### src/rtl/lif_stdp_pair.sv
// Presynaptic and postsynaptic LIF neurons joined by one synapse with windowed STDP.
// Optional per-neuron refractory period: define LIF_REFRACTORY_EN.
module lif_stdp_pair #(
    parameter int unsigned WIDTH      = 8,
    parameter int unsigned THRESHOLD  = 128,
    parameter int unsigned BETA_SHIFT = 3,
    parameter int unsigned WINDOW     = 7,
    parameter int unsigned STEP_SHIFT = 1,
    parameter int unsigned W_INIT     = 64,
    parameter int unsigned W_MAX      = 255,
    parameter int unsigned REFRACTORY = 2
) (
    input  logic             clk,
    input  logic             rst_n,
    input  logic             ena,
    input  logic [WIDTH-1:0] pre_current,
    input  logic [WIDTH-1:0] post_bias,
    input  logic             learn_en,
    output logic             pre_spike,
    output logic             post_spike,
    output logic [WIDTH-1:0] pre_state,
    output logic [WIDTH-1:0] post_state,
    output logic [WIDTH-1:0] weight,
    output logic             w_updated
);
    localparam int unsigned EW = WIDTH + 1;
    localparam int unsigned TW = $clog2(WINDOW + 2);
    localparam logic [TW-1:0] TIMER_IDLE = TW'(WINDOW + 1);
    localparam logic [TW-1:0] WIN        = TW'(WINDOW);
    localparam logic [EW-1:0] THR        = EW'(THRESHOLD);
    localparam logic [EW-1:0] W_MAX_E    = EW'(W_MAX);

    function automatic logic [WIDTH-1:0] sat_add(input logic [WIDTH-1:0] a,
                                                 input logic [WIDTH-1:0] b);
        logic [EW-1:0] s;
        s = {1'b0, a} + {1'b0, b};
        return s[WIDTH] ? {WIDTH{1'b1}} : s[WIDTH-1:0];
    endfunction

    function automatic logic [WIDTH-1:0] leak(input logic [WIDTH-1:0] s);
        return s - (s >> BETA_SHIFT);
    endfunction

    // Larger step for tighter spike pairs; dt is only used when dt <= WINDOW.
    function automatic logic [EW-1:0] step_size(input logic [TW-1:0] dt);
        logic [TW-1:0] gap;
        gap = WIN - dt;
        return EW'(gap >> STEP_SHIFT) + EW'(1);
    endfunction

    logic [TW-1:0]    pre_timer, post_timer, pre_timer_d, post_timer_d;
    logic [WIDTH-1:0] pre_state_d, post_state_d, weight_d;
    logic             pre_spike_d, post_spike_d, w_updated_d;
    logic [WIDTH-1:0] pre_sum, post_in, post_sum;
    logic             pre_fire, post_fire, pre_block, post_block, ltp, ltd;
    logic [EW-1:0]    w_ext, inc, dec, w_up;

    assign pre_sum   = sat_add(leak(pre_state), pre_current);
    assign post_in   = sat_add(post_bias, pre_spike ? weight : '0);
    assign post_sum  = sat_add(leak(post_state), post_in);
    assign pre_fire  = {1'b0, pre_sum} >= THR;
    assign post_fire = {1'b0, post_sum} >= THR;

    assign ltp   = learn_en && post_spike && !pre_spike && (pre_timer <= WIN);
    assign ltd   = learn_en && pre_spike && !post_spike && (post_timer <= WIN);
    assign w_ext = {1'b0, weight};
    assign inc   = step_size(pre_timer);
    assign dec   = step_size(post_timer);
    assign w_up  = w_ext + inc;

`ifdef LIF_REFRACTORY_EN
    localparam int unsigned RW = (REFRACTORY > 0) ? $clog2(REFRACTORY + 1) : 1;
    logic [RW-1:0] pre_refr, post_refr, pre_refr_d, post_refr_d;
    assign pre_block  = pre_refr != '0;
    assign post_block = post_refr != '0;
`else
    assign pre_block  = 1'b0;
    assign post_block = 1'b0;
`endif

    // Next-state: hold everything and drop one-cycle events while frozen.
    always_comb begin
        pre_state_d  = pre_state;
        post_state_d = post_state;
        pre_timer_d  = pre_timer;
        post_timer_d = post_timer;
        weight_d     = weight;
        pre_spike_d  = 1'b0;
        post_spike_d = 1'b0;
        w_updated_d  = 1'b0;
`ifdef LIF_REFRACTORY_EN
        pre_refr_d   = pre_refr;
        post_refr_d  = post_refr;
`endif
        if (ena) begin
            if (pre_block || pre_fire) begin
                pre_state_d = '0;
                pre_spike_d = !pre_block;
            end else begin
                pre_state_d = pre_sum;
            end
            if (post_block || post_fire) begin
                post_state_d = '0;
                post_spike_d = !post_block;
            end else begin
                post_state_d = post_sum;
            end
`ifdef LIF_REFRACTORY_EN
            if (pre_block)     pre_refr_d  = pre_refr - RW'(1);
            else if (pre_fire) pre_refr_d  = RW'(REFRACTORY);
            if (post_block)     post_refr_d = post_refr - RW'(1);
            else if (post_fire) post_refr_d = RW'(REFRACTORY);
`endif
            if (pre_spike)                  pre_timer_d = '0;
            else if (pre_timer < TIMER_IDLE) pre_timer_d = pre_timer + TW'(1);
            if (post_spike)                  post_timer_d = '0;
            else if (post_timer < TIMER_IDLE) post_timer_d = post_timer + TW'(1);

            if (ltp) weight_d = WIDTH'((w_up > W_MAX_E) ? W_MAX_E : w_up);
            if (ltd) weight_d = WIDTH'((dec > w_ext) ? '0 : (w_ext - dec));
            w_updated_d = ltp || ltd;
        end
    end

    always_ff @(posedge clk or negedge rst_n) begin
        if (!rst_n) begin
            pre_state  <= '0;
            post_state <= '0;
            pre_spike  <= 1'b0;
            post_spike <= 1'b0;
            pre_timer  <= TIMER_IDLE;
            post_timer <= TIMER_IDLE;
            weight     <= WIDTH'(W_INIT);
            w_updated  <= 1'b0;
        end else begin
            pre_state  <= pre_state_d;
            post_state <= post_state_d;
            pre_spike  <= pre_spike_d;
            post_spike <= post_spike_d;
            pre_timer  <= pre_timer_d;
            post_timer <= post_timer_d;
            weight     <= weight_d;
            w_updated  <= w_updated_d;
        end
    end

`ifdef LIF_REFRACTORY_EN
    always_ff @(posedge clk or negedge rst_n) begin
        if (!rst_n) begin
            pre_refr  <= '0;
            post_refr <= '0;
        end else begin
            pre_refr  <= pre_refr_d;
            post_refr <= post_refr_d;
        end
    end
`endif

endmodule

### config.mk
export PLATFORM = sky130hd
export DESIGN_NAME = lif_stdp_pair
export DESIGN_NICKNAME = d
export VERILOG_FILES = /design/src/rtl/lif_stdp_pair.sv
export SDC_FILE = /design/constraint.sdc
export NUM_CORES = 1
export LEC_CHECK = 0
export ABC_AREA = 1
export CAP_MARGIN = 20
export CORE_ASPECT_RATIO = 1.25
export CORE_MARGIN = 2
export CORE_UTILIZATION = 63
export CTS_BUF_LIST = sky130_fd_sc_hd__clkbuf_4 sky130_fd_sc_hd__clkbuf_8
export CTS_CLUSTER_SIZE = 12
export DETAILED_ROUTE_END_ITERATION = 10
export PLACE_DENSITY = 0.85
export REMOVE_ABC_BUFFERS = 1
export SYNTH_ARGS = -nofsm -noshare
export SYNTH_HDL_FRONTEND = slang
export SYNTH_SLANG_ARGS = --single-unit
### constraint.sdc
create_clock -name clk -period 5.25 [get_ports clk]
set_clock_uncertainty 0.1 [all_clocks]
set_input_delay 0.525 -clock clk [delete_from_list [all_inputs] [get_ports clk]]
set_output_delay 0.525 -clock clk [all_outputs]
set_load 0.02 [all_outputs]
==> flow_summary_export.csv, run 1 <==
group,metric,value,unit
run_status,status,"completed",
route,wl,9.30,mm
worst_setup_path,path_class,"flop to flop",
clocking,cts_buffers,5,
synthesis,yosysWarningCount,0,
route,num_vias,3801,
synthesis,syn_area_per_cell,6.57,sq um
global_routing,grt_pass1_vias,3606,
worst_setup_path,path_common_cell,"nand2_1",
worst_setup_path,cp_slowest_cell,"dfrtp_1",
floorplan,die-area,6680,sq um
clocking,htreeDepth,2,
sta,tightest_slew,0.852,ns
clocking,clkSinkCount,35,
route,wl_per_cell,13.4,um
worst_setup_path,cp_cell_sequence,"nand2_1 -> inv_1 -> ha_1 -> fa_1 -> nand3_1 -> nand2_1 -> a21oi_1 -> nand2_1 -> ha_1 -> fa_1 -> nand2_1 -> nand2_1 -> a21oi_1 -> nand3_1 -> nand2_1 -> inv_1 -> nor2_1",
clocking,cts_tree,"yes",
global_routing,track_usage,29.1,%
worst_setup_path,cpLargestDelayFamily,"adder cells",
layout,syn_to_final_growth,15.9,%
sta,relSlewSlack,43.2,%
worst_setup_path,r2r-end,"post_state[1]",
layout,antenna_cells,0,
worst_setup_path,r2r-start,"pre_spike",
route,ant_nets,0,
worst_setup_path,cp.required,5.38,ns
sta,fmax,265,MHz
worst_setup_path,slowest_delay,0.56,ns
sta,fin_crit_sh,71.9,%
sta,setup-violations-final,0,
synthesis,syn-cell-area,3810,sq um
global_routing,grt_max_degree,36,
worst_setup_path,worstRegToRegCells,17,
sta,hold_viol_final,0,
floorplan,ioPinCount,47,
sta,min_period,3.78,ns
worst_setup_path,startpoint_type,"flop",
synthesis,synth_cells,579,
placement,gp_congestion,0.941,
route,dr.pass1.iters,5,
floorplan,die_h,90.9,um
route,drt-initial-drc-count,218,
worst_setup_path,r2r_slack,1.47,ns
floorplan,dieWidth,73.5,um
clocking,insertion_delay,0.29,ns
synthesis,yosysUniqueCellTypes,32,
synthesis,yosysSeqAreaShare,23.1,%
floorplan,num_rows,31,
sta,setup_tns,0,ns
global_routing,grt_pass1_wl,15.6,mm
route,drc,0,
floorplan,core,5820,sq um
synthesis,synth_edf_count,0,
sta,slew_violations,0,
run,maxCapViolations,0,
global_routing,antenna_found_initial,0,
sta,rsz0062_at_grt,"no",
synthesis,ys_seq_elements,35,
route,vias_per_cell,5.48,
worst_setup_path,crit_buf_inv,2,
clocking,cts.clk_slew.worst_paths,0.08,ns
clocking,clk_path_buf_depth,2,
clocking,postCtsSetupBuffers,0,
clocking,cts_root_buf,"clkbuf_8",
placement,numPortBuffers,46,
clocking,postCtsResizedCells,0,
clocking,cts-hold-fix-buffers,0,
worst_setup_path,crit_fanout,12,
layout,drive_gt1_share,3.35,%
floorplan,initial_core_util,65.4,%
placement,place_hpwl,7.33,mm
worst_setup_path,worstPathArrival,3.90,ns
layout,nets,698,
synthesis,synth_ff_type,"dfrtp_1",
global_routing,overflow,0,
worst_setup_path,cp-end-kind,"flop",
synthesis,async_flop_share,100,%
worst_hold_path,hp-class,"input port to async pin",
-- kinds of logic after synthesis --
logic type / count (synthesis) / share of synthesized area (%)
AO/OA/AOI/OAI: 71 / 10.2
adder cells (fa/ha/maj): 52 / 18.5
AND/OR/NAND/NOR: 286 / 31.8
flip-flops: 35 / 23.1
XOR/XNOR: 18 / 4.14
buffers and inverters: 117 / 12.2
-- synth_stat cells, types with 2 or more instances --
| cell type | n | area, sq um |
|---|---|---|
| nand2_1 | 184 | 691 |
| inv_1 | 108 | 405 |
| ha_1 | 45 | 563 |
| nand3_1 | 44 | 220 |
| nor2_1 | 33 | 124 |
| a21oi_1 | 32 | 160 |
| dfrtp_1 | 32 | 801 |
| o21ai_0 | 24 | 120 |
| nand4_1 | 15 | 93.8 |
| xnor2_1 | 11 | 96.3 |
| fa_1 | 7 | 140 |
| xor2_1 | 7 | 61.3 |
| a31oi_1 | 5 | 31.3 |
| nor3_1 | 4 | 20.0 |
| a21o_1 | 3 | 22.5 |
| clkbuf_1 | 3 | 11.3 |
| dfstp_2 | 3 | 78.8 |
| o22ai_1 | 3 | 18.8 |
| buf_2 | 2 | 10.0 |
| inv_2 | 2 | 7.51 |
-- cells in the final DEF, fill, tap and decap left out, types with 2 or more instances in the layout --
cell type	Yosys	layout
xor2_1	7	7
o21ai_0	24	24
dfstp_2	3	3
xnor2_1	11	11
ha_1	45	45
o22ai_1	3	3
nand2_1	184	184
nand3_1	44	44
clkdlybuf4s50_1	0	45
dfrtp_1	32	32
inv_2	2	2
clkbuf_8	0	5
a21oi_1	32	32
a21o_1	3	3
nor3_1	4	4
fa_1	7	7
a31oi_1	5	5
nand4_1	15	15
nor2_1	33	33
inv_1	108	108
-- metrics by stage --
step	instances	utilization [%]	worst slack (ns)	area, sq um	hold WS [ns]
4_1_cts	693	75.8	1.48	4410	0.248
3_3_place_gp	685	73.9	1.49	4300	0.392
2_1_floorplan	572	-	1.92	3750	0.129
5_1_grt	693	75.8	1.07	4410	0.294
3_5_place_dp	685	73.9	1.33	4300	0.395
6_report	693	75.8	1.47	4410	0.233
-- worst max path at each step --
stage                 start            end  slack [ns]  depth (start not counted)
4_1_cts           pre_spike  post_state[1]        1.48                         17
2_1_floorplan     pre_spike  post_state[0]        1.92                         17
3_5_place_dp   post_bias[0]  post_state[1]        1.33                         16
3_3_place_gp   post_bias[0]  post_state[0]        1.49                         16
5_1_grt           pre_spike  post_state[1]        1.07                         17
6_report          pre_spike  post_state[1]        1.47                         17
-- final cells by class --
| class | count | area, sq um |
|---|---|---|
| clock buffers | 5 | 68.8 |
| clock inverters | 3 | 43.8 |
| fillers | 506 | 1410 |
| inverters | 110 | 413 |
| multi-input cells | 427 | 2460 |
| flip-flops and latches | 35 | 880 |
| well taps | 66 | 82.6 |
| repair buffers | 47 | 463 |
-- metal layers --
layer	global-route usage (%)	vias to the layer above	wire (um)
met1	35.0	1743	3980
li1	-	1941	-
met5	0	-	0
met2	52.8	99	4800
met3	4.35	18	352
met4	7.27	0	163
-- flip-flops by register name, summed over array words and instances (netlist names) --
| name | cells |
|---|---|
| pre_timer | 4 |
| w_updated | 1 |
| weight | 8 |
| post_state | 8 |
| post_spike | 1 |
| pre_state | 8 |
| pre_spike | 1 |
| post_timer | 4 |
Power of run 1 is left out: the tool's default activity adds up to more than one toggle a clock period on the data nets, which glitch-free logic cannot reach.
==> run 2: changes to the inputs <==
CORE_UTILIZATION = 59   (was 63)
PLACE_DENSITY = 0.8   (was 0.85)
clock period = 3.87 ns   (was 5.25 ns; I/O delays follow)
==> run 2 against run 1 <==
  * Hold slack worse by 0.16 ns
  * Final cell count up 3.0%
  * Register-to-register slack worse by 1.2 ns
  * Core utilization down 4.1 points
  * Die area up 6.4%
  * Global-route usage down 2.1 points
  * Worst setup slack worse by 1.2 ns
  * Maximum frequency up 6.3%
  * First-iteration DRC count up 29%
  * Non-clock buffer count up 2
  * Wire length down 3.7%
  * Via count down 1.4%
  * Critical endpoint unchanged
==> flow_summary_export.csv, run 2 (same netlist as run 1, synthesis figures left out) <==
group,metric,value,unit
run_status,status,"completed",
sta,slew_violations,0,
sta,fin_crit_sh,91.8,%
floorplan,core,6210,sq um
clocking,cts_root_buf,"clkbuf_8",
worst_setup_path,cp-end-kind,"flop",
global_routing,grt_pass1_wl,15.0,mm
sta,whs,0.0723,ns
route,wl,8.96,mm
worst_setup_path,cp.required,3.99,ns
placement,gp_congestion,0.905,
worst_setup_path,crit_fanout,12,
placement,numPortBuffers,46,
floorplan,die_h,93.8,um
route,vias_per_cell,5.25,
layout,syn_to_final_growth,16.9,%
worst_setup_path,cp_cell_sequence,"nand2_1 -> inv_1 -> ha_1 -> fa_1 -> nand3_1 -> nand2_1 -> a21oi_1 -> buf_4 -> nand2_1 -> ha_1 -> fa_1 -> nand2_1 -> nand2_1 -> a21oi_1 -> nand3_1 -> nand2_1 -> inv_1 -> nor2_1",
layout,final_cell_mix,"nand2_1, inv_1, ha_1, clkdlybuf4s50_1, nand3_1",
global_routing,grt_max_degree,36,
worst_setup_path,worstPathArrival,3.67,ns
clocking,insertion_delay,0.30,ns
worst_setup_path,worstRegToRegCells,18,
route,drt-initial-drc-count,281,
clocking,clkSinkCount,35,
sta,rsz0062_at_grt,"no",
global_routing,antenna_found_initial,0,
floorplan,initial_core_util,61.3,%
layout,fillers,562,
clocking,cts.clk_slew.worst_paths,0.08,ns
route,drc,0,
layout,layout_commonest_cell,"nand2_1",
route,dr.pass1.iters,4,
clocking,cts_buffers,5,
worst_setup_path,path_class,"flop to flop",
sta,tightest_slew,0.806,ns
floorplan,dieWidth,75.8,um
route,num_vias,3747,
global_routing,grt_pass1_vias,3492,
floorplan,num_rows,32,
clocking,postCtsSetupBuffers,0,
worst_setup_path,cp_slowest_cell,"dfrtp_1",
layout,drive_gt1_share,3.66,%
layout,antenna_cells,0,
floorplan,die-area,7110,sq um
worst_setup_path,cpLargestDelayFamily,"adder cells",
worst_setup_path,slowest_delay,0.56,ns
global_routing,track_usage,27.0,%
worst_setup_path,path_common_cell,"nand2_1",
sta,min_period,3.55,ns
placement,place_hpwl,7.11,mm
route,ant_nets,0,
clocking,cts_tree,"yes",
worst_hold_path,hp-class,"input port to async pin",
clocking,postCtsResizedCells,0,
worst_setup_path,cp.depth,18,
sta,relSlewSlack,46.3,%
sta,hold_viol_final,0,
sta,setup_tns,0,ns
clocking,cts-hold-fix-buffers,0,
layout,nets,700,
worst_setup_path,crit_buf_inv,3,
worst_setup_path,startpoint_type,"flop",
layout,top_regs,"post_state (8), pre_state (8), weight (8)",
clocking,htreeDepth,2,
floorplan,ioPinCount,47,
sta,setup-violations-final,0,
clocking,clk_path_buf_depth,2,
global_routing,overflow,0,
route,wl_per_cell,12.5,um
run,maxCapViolations,0,
sta,fmax,282,MHz
[run 2: cell types whose count changed in the layout (fill, tap and decap cells not counted)]
| cell | delta |
|---|---|
| buf_4 | +2 |
[run 2: worst paths after layout]
path	slack, ns	start	to
max	0.32	pre_spike	post_state[1]
min	0.07	rst_n	weight[2]
max reg2reg	0.32	pre_spike	post_state[1]
min reg2reg	0.41	pre_timer[2]	pre_timer[3]
max in group asynchronous	3.08	rst_n	post_state[2]
min in group clk	0.41	pre_timer[2]	pre_timer[3]
[run 2: routing by layer]
metal | wire [um] | GRT usage [%] | share of wire (%) | vias to the layer above
met2 | 4400 | 46.5 | 49 | 62
met1 | 4200 | 34.3 | 47 | 1726
met3 | 206 | 3.11 | 2.3 | 15
met4 | 152 | 9.06 | 1.7 | 0
li1 | - | - | - | 1944
met5 | 0 | 0 | 0 | -
[run 2: through the flow]
| stage | util, % | setup WS (ns) | cells | cell area, sq um |
|---|---|---|---|---|
| finish | 71.7 | 0.319 | 714 | 4450 |
| global route | 71.7 | 0.0644 | 714 | 4450 |
| CTS | 71.7 | 0.361 | 714 | 4450 |
| detailed placement | 69.9 | 0.310 | 706 | 4340 |
| global placement | 69.9 | 0.426 | 706 | 4340 |
| floorplan | - | 0.541 | 572 | 3750 |
[run 2: layout make-up]
type / instances / area, sq um / area share, %
repair buffers: 49 / 478 / 10.7
well taps: 85 / 106 / 2.39
multi-input cells: 427 / 2460 / 55.3
flip-flops and latches: 35 / 880 / 19.8
clock buffers: 5 / 68.8 / 1.55
clock inverters: 3 / 43.8 / 0.984
inverters: 110 / 413 / 9.28
[run 2: worst register-to-register path, cell delays in order, from the launching register on]
cell	delay, ns
dfrtp_1	0.56
nand2_1	0.15
inv_1	0.05
ha_1	0.21
fa_1	0.44
nand3_1	0.11
nand2_1	0.09
a21oi_1	0.15
buf_4	0.16
nand2_1	0.06
ha_1	0.22
fa_1	0.43
nand2_1	0.09
nand2_1	0.08
a21oi_1	0.13
nand3_1	0.17
nand2_1	0.12
inv_1	0.07
nor2_1	0.09
Power of run 2 is left out for the same reason.
==> run 3: changes to the inputs <==
CORE_MARGIN = unset   (was 2)
GPL_ROUTABILITY_DRIVEN = 0   (was unset)
SLEW_MARGIN = 10   (was unset)
==> run 3 against run 2 <==
  * Final cell count is the same
  * Flip-flop and latch count is the same
  * Hold slack gained 0.010 ns
  * Critical path type unchanged
  * Highest routed layer unchanged
==> flow_summary_export.csv, run 3 (same netlist as run 1, synthesis figures left out) <==
group,metric,value,unit
route,wl_per_cell,12.7,um
route,wl,9.05,mm
worst_setup_path,cpLargestDelayFamily,"adder cells",
route,drc,0,
floorplan,die_h,91.8,um
sta,setup_tns,0,ns
sta,fin_crit_sh,91.0,%
clocking,cts-hold-fix-buffers,0,
worst_setup_path,cp.required,3.98,ns
layout,drive_gt1_share,3.66,%
clocking,postCtsSetupBuffers,0,
sta,slew_violations,0,
floorplan,die-area,6780,sq um
worst_setup_path,slowest_delay,0.57,ns
global_routing,overflow,0,
floorplan,ioPinCount,47,
layout,syn_to_final_growth,17.0,%
sta,hold_viol_final,0,
layout,top_regs,"post_state (8), pre_state (8), weight (8)",
worst_setup_path,path_class,"flop to flop",
clocking,htreeDepth,2,
floorplan,num_rows,32,
worst_setup_path,worstPathArrival,3.63,ns
clocking,cts.clk_slew.worst_paths,0.09,ns
global_routing,antenna_found_initial,0,
layout,final_cell_mix,"nand2_1, inv_1, ha_1, clkdlybuf4s50_1, nand3_1",
worst_setup_path,cp-end-kind,"flop",
floorplan,initial_core_util,61.3,%
layout,layout_commonest_cell,"nand2_1",
route,drt-initial-drc-count,265,
route,dr.pass1.iters,5,
layout,antenna_cells,0,
sta,fmax,284,MHz
clocking,postCtsResizedCells,0,
clocking,insertion_delay,0.29,ns
floorplan,core,6210,sq um
worst_setup_path,cp_slowest_cell,"dfrtp_1",
sta,tightest_slew,0.815,ns
run_status,status,"completed",
worst_setup_path,startpoint_type,"flop",
worst_hold_path,hp-class,"input port to async pin",
layout,nets,700,
sta,setup-violations-final,0,
worst_setup_path,crit_fanout,12,
sta,min_period,3.52,ns
route,num_vias,3817,
clocking,cts_buffers,5,
global_routing,track_usage,29.1,%
sta,rsz0062_at_grt,"no",
route,ant_nets,0,
floorplan,dieWidth,73.8,um
placement,place_hpwl,7.09,mm
sta,relSlewSlack,45.7,%
worst_setup_path,crit_buf_inv,3,
global_routing,grt_pass1_vias,3547,
placement,numPortBuffers,46,
route,vias_per_cell,5.35,
worst_setup_path,path_common_cell,"nand2_1",
clocking,cts_root_buf,"clkbuf_8",
worst_setup_path,cp_cell_sequence,"nand2_1 -> inv_1 -> ha_1 -> fa_1 -> nand3_1 -> nand2_1 -> a21oi_1 -> buf_4 -> nand2_1 -> ha_1 -> fa_1 -> nand2_1 -> nand2_1 -> a21oi_1 -> nand3_1 -> nand2_1 -> inv_1 -> nor2_1",
run,maxCapViolations,0,
clocking,clkSinkCount,35,
clocking,cts_tree,"yes",
global_routing,grt_max_degree,36,
clocking,clk_path_buf_depth,2,
global_routing,grt_pass1_wl,15.5,mm
==> run 3: layer usage <==
metal  GRT usage (%)  share of wire [%]
met3            3.85                4.4
met2            51.9                 50
met1            34.8                 43
met5               0                  0
met4            10.4                2.4
==> run 3: stage by stage <==
| step | setup slack [ns] | cells | instance area (sq um) | hold slack [ns] | util, % |
|---|---|---|---|---|---|
| 2_1_floorplan | 0.541 | 572 | 3750 | -0.00859 | - |
| 3_3_place_gp | 0.412 | 706 | 4340 | 0.389 | 69.9 |
| 3_5_place_dp | 0.297 | 706 | 4340 | 0.404 | 69.9 |
| 4_1_cts | 0.362 | 714 | 4450 | 0.102 | 71.7 |
| 5_1_grt | 0.00662 | 714 | 4450 | 0.136 | 71.7 |
| 6_report | 0.347 | 714 | 4450 | 0.0825 | 71.7 |
==> run 3: final cells by class <==
class                   count  area (sq um)
inverters                 110           413
flip-flops and latches     35           880
repair buffers             49           478
clock inverters             1          30.0
multi-input cells         427          2460
fillers                   552          1750
clock buffers               7          83.8
well taps                  85           106
==> run 3: worst reg2reg max path, cell delays in order, from the launching register on <==
cell	delay, ns
dfrtp_1	0.57
nand2_1	0.15
inv_1	0.05
ha_1	0.21
fa_1	0.44
nand3_1	0.09
nand2_1	0.09
a21oi_1	0.15
buf_4	0.17
nand2_1	0.06
ha_1	0.22
fa_1	0.43
nand2_1	0.09
nand2_1	0.07
a21oi_1	0.13
nand3_1	0.16
nand2_1	0.12
inv_1	0.06
nor2_1	0.08
==> run 3: final timing paths <==
path,endpoint,slack [ns],cells past startpoint,from
min in group clk,pre_timer[0],0.41,1,pre_timer[0]
max in group asynchronous,post_timer[2],3.05,1,rst_n
max reg2reg,post_state[1],0.35,18,pre_spike
min reg2reg,pre_timer[0],0.41,1,pre_timer[0]
max,post_state[1],0.35,18,pre_spike
min,weight[3],0.08,1,rst_n
Power of run 3 is left out for the same reason.
